--- src/rtl/seq_detector_non_overlap_if.sv ---
// Serial-line bundle for the "101" detector: input bit plus the detector's observable outputs.
// master drives the serial bit; slave is the detector.
interface seq_detector_non_overlap_if;
  logic       seq_in;
  logic       detected;
  logic [1:0] state_out;

  modport master (
    output seq_in,
    input  detected,
    input  state_out
  );

  modport slave (
    input  seq_in,
    output detected,
    output state_out
  );
endinterface

--- src/rtl/seq_detector_non_overlap.sv ---
// Non-overlapping Moore detector for the serial pattern "101".
// detected is registered alongside the state so it never sees seq_in combinationally.
module seq_detector_non_overlap (
  input  logic                        clk,
  input  logic                        reset_n,  // active-high despite the name
  seq_detector_non_overlap_if.slave   bus
);

  typedef enum logic [1:0] {
    StIdle = 2'b00,
    StS1   = 2'b01,
    StS10  = 2'b10,
    StS101 = 2'b11
  } state_e;

  state_e state_d, state_q;
  logic   detected_d, detected_q;

  always_comb begin
    state_d = StIdle;
    case (state_q)
      StIdle: state_d = bus.seq_in ? StS1   : StIdle;
      StS1:   state_d = bus.seq_in ? StS1   : StS10;
      StS10:  state_d = bus.seq_in ? StS101 : StIdle;
      // A 0 after a match restarts from scratch: the trailing 1 is not reused.
      StS101: state_d = bus.seq_in ? StS1   : StIdle;
      default: state_d = StIdle;
    endcase
    detected_d = (state_d == StS101);
  end

  always_ff @(posedge clk or posedge reset_n) begin
    if (reset_n) begin
      state_q    <= StIdle;
      detected_q <= 1'b0;
    end else begin
      state_q    <= state_d;
      detected_q <= detected_d;
    end
  end

  assign bus.detected  = detected_q;
  assign bus.state_out = state_q;

endmodule

--- src/flat_wrapper.sv ---
// flat-port wrapper written by rule: the top's interface ports become plain ports
module seq_detector_non_overlap_flat 
  (clk, reset_n, bus_seq_in, bus_detected, bus_state_out);
  seq_detector_non_overlap_if bus_i ();
  input  logic clk;
  input  logic reset_n;
  input wire logic [$bits(bus_i.seq_in)-1:0] bus_seq_in;
  output wire logic [$bits(bus_i.detected)-1:0] bus_detected;
  output wire logic [$bits(bus_i.state_out)-1:0] bus_state_out;
  assign bus_i.seq_in = bus_seq_in;
  assign bus_detected = bus_i.detected;
  assign bus_state_out = bus_i.state_out;
  seq_detector_non_overlap u_core (.clk(clk), .reset_n(reset_n), .bus(bus_i));
endmodule
--- config.mk ---
export PLATFORM = sky130hd
export DESIGN_NAME = seq_detector_non_overlap_flat
export DESIGN_NICKNAME = d
export VERILOG_FILES = /design/src/rtl/seq_detector_non_overlap_if.sv /design/src/rtl/seq_detector_non_overlap.sv /design/src/flat_wrapper.sv
export SDC_FILE = /design/constraint.sdc
export NUM_CORES = 1
export LEC_CHECK = 0
export CORE_AREA = 2 2 39 41
export CTS_CLUSTER_DIAMETER = 100
export CTS_CLUSTER_SIZE = 14
export DETAILED_ROUTE_END_ITERATION = 7
export DIE_AREA = 0 0 41 43
export REMOVE_ABC_BUFFERS = 1
export SLEW_MARGIN = 40
export SYNTH_ARGS = -nofsm -noshare
export SYNTH_HDL_FRONTEND = slang
export SYNTH_SLANG_ARGS = --single-unit
--- constraint.sdc ---
create_clock -name clk -period 1.9 [get_ports clk]
set_input_delay 0.285 -clock clk [delete_from_list [all_inputs] [get_ports clk]]
set_output_delay 0.285 -clock clk [all_outputs]
set_load 0.03 [all_outputs]
# After elaboration in Yosys (flattened, before gate mapping)
# Index checks and enable logic that the tools add are counted.
# classes
reduce_logical	2
mux	4
eq_ne	4
# ops
operator	n
equality test 2 bit (second input constant)	3
one-hot mux 2 bit (3 select lines)	1
two-way mux 2 bit	2
equality test 2 x 1 -> 1 bit (second input constant)	1
logical NOT 2 bit	1
OR reduction 2 bit	1
two-way mux 1 bit	1
# word_totals
output_inout_bits	3
input_bits	3
register_bits	3

# Logic depth before layout (Yosys ltp)
# Gate-level depths: netlist of run 1.
# logic_depth
depth_word	4
mapped_depth	4
mapped_depth_nobuf	4

# Least setup slack after synthesis of run 1
# OpenSTA, ideal clock, no wires.
# synth_timing
path_kind	register -> register
from	register u_core.state_q[0], in the netlist u_core.bus.state_out[0]
to	register u_core.state_q[0], in the netlist u_core.bus.state_out[0]
path_slack_ns	0.632
arrival_time_ns	1.144
setup_ns	0.124
stages_incl_launch_ff	4
path_buffers	0
cell_sequence	dfrtp_1 > inv_1 > ha_1 > o31a_1
# synth_via
elab_chain_len	3
elab_cells_between_ends	6
classes_between	eq/ne: 3; mux: 1; reduce/logical: 2
# synth_lines
element	line	rtl
from (decl)	seq_detector_non_overlap.sv:16	state_e state_d, state_q;
from (signal assigned)	seq_detector_non_overlap.sv:34	state_q <= StIdle;
from (signal assigned)	seq_detector_non_overlap.sv:37	state_q <= state_d;
equality test 2 bit or logical NOT 2 bit (tied branches)	seq_detector_non_overlap.sv:21	case (state_q)
OR reduction 2 bit (no source line)	n/a	
one-hot mux 2 bit (3 select lines) (*)	seq_detector_non_overlap.sv:21	
named net u_core.state_d[0]	seq_detector_non_overlap.sv:16	
# The timed path passes the listed nets; every way through them passes the cells marked *.

# Worst setup path after layout of run 1
# layout_timing
from	register u_core.state_q[0], in the netlist u_core.bus.state_out[0]
to	output bus_state_out[0]
# layout_rtl
element	line	rtl
to (decl)	flat_wrapper.sv:9	output wire logic [$bits(bus_i.state_out)-1:0] bus_state_out;
# No word-level cell between the ends.

==> results by group, run 1 <==
Synthesis
  • FFs w/ async S/R, synth: 1.00
  • Syn Area/Cell: 11.0 um2
  • Number of synthesized flops with an enable pin: 0
  • Post-synth top area share: 0.526
  • Synth area leader: dfrtp_1
  • Synth Cell Area: 143 um2
  • Synth top area cells: dfrtp_1 (53%), ha_1 (18%), inv_1 (11%)
  • Synth top cells by count: inv_1 (4), dfrtp_1 (3), ha_1 (2)
  • Synth Register Bits: 3
  • Seq/Total Area, Yosys: 0.526
  • Dominant synthesized flop cell: dfrtp_1
  • Post-Syn Instances: 13
  • Yosys warns: 0
  • Most numerous cell in the Yosys netlist: inv_1
  • Netlist cell types: 7

GRT
  • Antenna violations before repair: 0
  • Vias in the first global route: 105
  • Gr ovfl total: 0
  • Maximum number of pins on one net before global-route repair: 5
  • First-pass GRT wire length: 358 um
  • Tot GR Track Use: 0.0371

Floorplan
  • Initial Util: 0.103
  • Die height: 43 um
  • # rows: 14
  • Top Ports: 6
  • Area of the die: 0.00176 mm2
  • Die extent in x: 41 um
  • Core area: 0.00138 mm2

Route
  • Vias post-DR: 113
  • First-pass detailed-route iteration total: 2
  • DR DRC count: 0
  • DR vias/cell: 2.97
  • Routed len/inst: 6.34 um
  • Initial DRC Count: 3
  • Antenna-violating nets left: 0
  • Routed wire length: 241 um

Clock network
  • CTS tree: done
  • # H-tree levels: 1
  • Clk_lat worst skew: 0.23 ns
  • Cts repair resizes: 0
  • Clk root buf: clkbuf_4
  • Hold buffer count at CTS: 0
  • Max clock buf depth: 2
  • Clock Pin Slew Worst Setup and Hold Paths: 0.04 ns
  • Post-CTS setup buffers: 0
  • CTS Sinks: 3
  • Number of CTS-inserted buffers: 3

Pwr
  • LEAKAGE: 0.111 nW
  • Worst VDD drop: 0.000175 V
  • Power density cells: 1320 mW/mm2

Setup path
  • Worst EP required: 1.62 ns
  • Worst path buffer plus inverter count: 1
  • FF-to-FF Start: u_core.bus.state_out[0]
  • Worst reg2reg setup slack: 0.80 ns
  • Crit-path max cell delay: 0.68 ns
  • Slowest CP cell: clkdlybuf4s50_1
  • Worst path arrival time: 1.27 ns
  • Critical Path Fanout Max: 3
  • CP cell instances: clkdlybuf4s50_1
  • Crit Path Class: flip-flop to output pin
  • Critical Path End Type: output pin
  • Critical Path Start: u_core.bus.state_out[0]
  • Critical path's top delay family: buffers and inverters
  • Worst setup SP type: flip-flop

Place
  • Post-place setup slack: 0.585 ns
  • Dpl cells: 34
  • Routability-driven placement congestion ratio: 0.530
  • Cell area after placement: 213 um2
  • HPWL Detailed: 181 um
  • # port buffers: 5

Timing
  • Final setup margin: 0.347 ns
  • Max Slew Vio Count: 0
  • RSZ-0062 raised after global routing: no
  • Final min period: 1.55 ns
  • Fin crit share: 0.817
  • TNS Setup: 0 ns
  • Worst relative slew slack: 0.799
  • Maximum clock rate: 644 MHz
  • Final Hold Fails: 0
  • # setup viols final: 0
  • Clock skew: 0.00130 ns
  • Worst slew pin tran: 0.301 ns

Min path
  • Worst min path class: input port to async pin

Final layout
  • Post-route cell area: 239 um2
  • Layout cells sized above 1: 0.136
  • Nets@finish: 28
  • Fin cells: 38
  • Antenna cell count: 0
  • Layout area overhead: 67.5%
  • Filler instances: 150

Outcome
  • Status: completed

Run
  • Maximum Capacitance Violations: 0
-- placed cells by master (no fill, tap or decap) --
cell type,Yosys,routed
nand3b_1,1,1
clkdlybuf4s50_1,0,5
dfrtp_1,3,3
ha_1,2,2
clkbuf_1,0,1
and2_1,1,1
o21ai_0,1,1
clkbuf_4,0,3
o31a_1,1,1
inv_1,4,4
-- report_power, final --
group          total (mW)  switching [mW]  leakage (nW)  internal, mW
sequential         0.0904          0.0106        0.0392        0.0798
clock               0.113          0.0342        0.0150        0.0788
combinational       0.112          0.0599        0.0563        0.0519
-- cell families (layout without fill, tap and decap cells) --
| family | after synthesis | in the layout | synth area share |
|---|---|---|---|
| adders and majority gates | 2 | 2 | 0.175 |
| buffers and inverters | 4 | 13 | 0.105 |
| DFF | 3 | 3 | 0.526 |
| and+or+nand+nor | 2 | 2 | 0.0965 |
| AOI/OAI and AO/OA | 2 | 2 | 0.0965 |
-- routing by layer --
layer  track usage  part of all wire
met5             0                 0
met4        0.0800             0.075
met3        0.0157             0.037
met2        0.0469              0.53
met1        0.0225              0.35
-- state kept, by name, indices dropped and copies added, names as in the netlist --
signal and cells:
u_core.bus.state_out 2, u_core.bus.detected 1
-- layout make-up --
cell class              instances  area, um2  share of cell area
clock buffers                   4       26.3               0.110
inverters                       4       15.0              0.0628
multi-input cells               6       52.6               0.220
flip-flops and latches          3       75.1               0.314
well taps                      16       20.0              0.0838
repair buffers                  5       50.0               0.209
-- through the flow --
stage	hold slack, ns	util	power [mW]
floorplan	0.0386	-	0.159
CTS	0.214	0.173	0.319
global placement	0.461	0.154	0.205
global route	0.243	0.173	0.338
detailed placement	0.464	0.154	0.203
finish	0.214	0.173	0.315
-- path summary, 6_finish.rpt --
check | to | cells past startpoint
min | u_core.bus.state_out[1] | 2
min in group clk | u_core.bus.state_out[0] | 2
min reg2reg | u_core.bus.state_out[0] | 2
max | bus_state_out[0] | 1
max reg2reg | u_core.bus.state_out[0] | 3
max in group asynchronous | u_core.bus.state_out[0] | 2
Power figures use the tool's default switching activity.
==> inputs of run 2 (changes only) <==
==> constraint.sdc (replaced) <==
create_clock -name clk -period 1.5 [get_ports clk]
set_input_delay 0.225 -clock clk [delete_from_list [all_inputs] [get_ports clk]]
set_output_delay 0.225 -clock clk [all_outputs]
set_load 0.03 [all_outputs]
==> results by group, run 2 (same netlist as run 1, synthesis figures left out) <==
Floorplan
  • Die height: 43 um
  • Die extent in x: 41 um
  • Area of the die: 0.00176 mm2
  • Initial Util: 0.103
  • # rows: 14
  • Top Ports: 6
  • Core area: 0.00138 mm2

Clock network
  • Number of CTS-inserted buffers: 3
  • Clk_lat worst skew: 0.23 ns
  • Max clock buf depth: 2
  • Clock Pin Slew Worst Setup and Hold Paths: 0.04 ns
  • # H-tree levels: 1
  • Post-CTS setup buffers: 0
  • CTS tree: done
  • Clk root buf: clkbuf_4
  • Hold buffer count at CTS: 0
  • Cts repair resizes: 2
  • CTS Sinks: 3

Timing
  • Clock skew: 0.00130 ns
  • Worst slew pin tran: 0.298 ns
  • Max Slew Vio Count: 0
  • Maximum clock rate: 699 MHz
  • Worst relative slew slack: 0.801
  • Final Hold Fails: 0
  • RSZ-0062 raised after global routing: no
  • Final min period: 1.43 ns
  • # setup viols final: 0
  • TNS Setup: 0 ns
  • Fin crit share: 0.954

Final layout
  • Most frequent cells in the layout: inv_1 (4), clkbuf_4 (3), clkdlybuf4s50_1 (3), dfrtp_1 (3)
  • Layout cells sized above 1: 0.136
  • Fin cells: 38
  • Layout area overhead: 65.8%
  • Max reg flops: 2
  • Nets@finish: 28
  • Antenna cell count: 0
  • Commonest non-fill, non-tap cell in the layout: inv_1

Route
  • Routed wire length: 241 um
  • DR DRC count: 0
  • Vias post-DR: 113
  • Initial DRC Count: 3
  • Antenna-violating nets left: 0
  • DR vias/cell: 2.97
  • Routed len/inst: 6.34 um
  • First-pass detailed-route iteration total: 2

GRT
  • Antenna violations before repair: 0
  • First-pass GRT wire length: 358 um
  • Tot GR Track Use: 0.0371
  • Maximum number of pins on one net before global-route repair: 5
  • Gr ovfl total: 0
  • Vias in the first global route: 105

Pwr
  • Internal Power: 255 uW
  • Switching power: 132 uW
  • LEAKAGE: 0.116 nW
  • Worst VDD drop: 0.000219 V
  • Combinational power share: 0.336
  • Sw Ratio: 0.341
  • Power share of the sequential group: 0.294
  • Power density cells: 1640 mW/mm2
  • Clock power share: 0.370

Setup path
  • Crit-path max cell delay: 0.66 ns
  • Worst path arrival time: 1.21 ns
  • Reg2reg path depth: 3
  • Worst path buffer plus inverter count: 1
  • Critical path's top delay family: buffers and inverters
  • Worst reg2reg setup slack: 0.40 ns
  • Crit Path Class: flip-flop to output pin
  • Slowest CP cell: clkdlybuf4s50_1
  • Critical Path End Type: output pin
  • WP depth: 1
  • Critical Path Fanout Max: 1
  • Worst EP required: 1.27 ns
  • Reg2reg end: u_core.bus.state_out[0]
  • FF-to-FF Start: u_core.bus.state_out[0]
  • Worst setup SP type: flip-flop
  • CP cell instances: clkdlybuf4s50_1

Place
  • Routability-driven placement congestion ratio: 0.530
  • Dpl cells: 34
  • # port buffers: 5
  • HPWL Detailed: 181 um

Outcome
  • Status: completed

Min path
  • Worst min path class: input port to async pin

Run
  • Maximum Capacitance Violations: 0
==> run 2: cell count changes in the layout (fill, tap and decap cells not counted) <==
cell	previous run	this run
dlygate4sd2_1	0	2
clkdlybuf4s50_1	5	3
==> run 2: routing by layer <==
metal | vias up | global-route usage | routed length [um]
met5 | - | 0 | 0
met3 | 2 | 0.0157 | 10
met4 | 0 | 0.0800 | 18
met1 | 49 | 0.0225 | 84
li1 | 57 | - | -
met2 | 5 | 0.0469 | 128
==> run 2: worst max-delay path by stage <==
| stage | from | endpoint | slack [ns] |
|---|---|---|---|
| floorplan | u_core.bus.state_out[0] | u_core.bus.state_out[0] | 0.23 |
| global placement | u_core.bus.state_out[0] | bus_state_out[0] | 0.25 |
| detailed placement | u_core.bus.state_out[0] | bus_state_out[0] | 0.25 |
| CTS | u_core.bus.detected | bus_detected | 0.06 |
| global route | u_core.bus.detected | bus_detected | 0.02 |
| finish | u_core.bus.detected | bus_detected | 0.07 |
==> run 2: final cells by class <==
| class | count | area [um2] |
|---|---|---|
| Inverter | 4 | 15.0 |
| Fill cell | 148 | 1150 |
| Clock buffer | 4 | 26.3 |
| Multi-Input combinational cell | 6 | 52.6 |
| Tap cell | 16 | 20.0 |
| Timing Repair Buffer | 5 | 47.5 |
| Sequential cell | 3 | 75.1 |
==> run 2: power groups by stage <==
stage,combinational (mW),sequential [mW],clock (mW)
floorplan,0.0475,0.154,0
global placement,0.145,0.115,0
detailed placement,0.142,0.116,0
CTS,0.131,0.114,0.147
global route,0.143,0.116,0.156
finish,0.130,0.114,0.143
==> run 2: per-stage QoR <==
stage	hold slack (ns)	worst slack (ns)	area (um2)	util	power (mW)
floorplan	-0.0214	0.232	143	-	0.202
global placement	0.401	0.248	213	0.154	0.259
detailed placement	0.404	0.245	213	0.154	0.258
CTS	0.154	0.0616	236	0.171	0.392
global route	0.183	0.0175	236	0.171	0.415
finish	0.154	0.0696	236	0.171	0.387
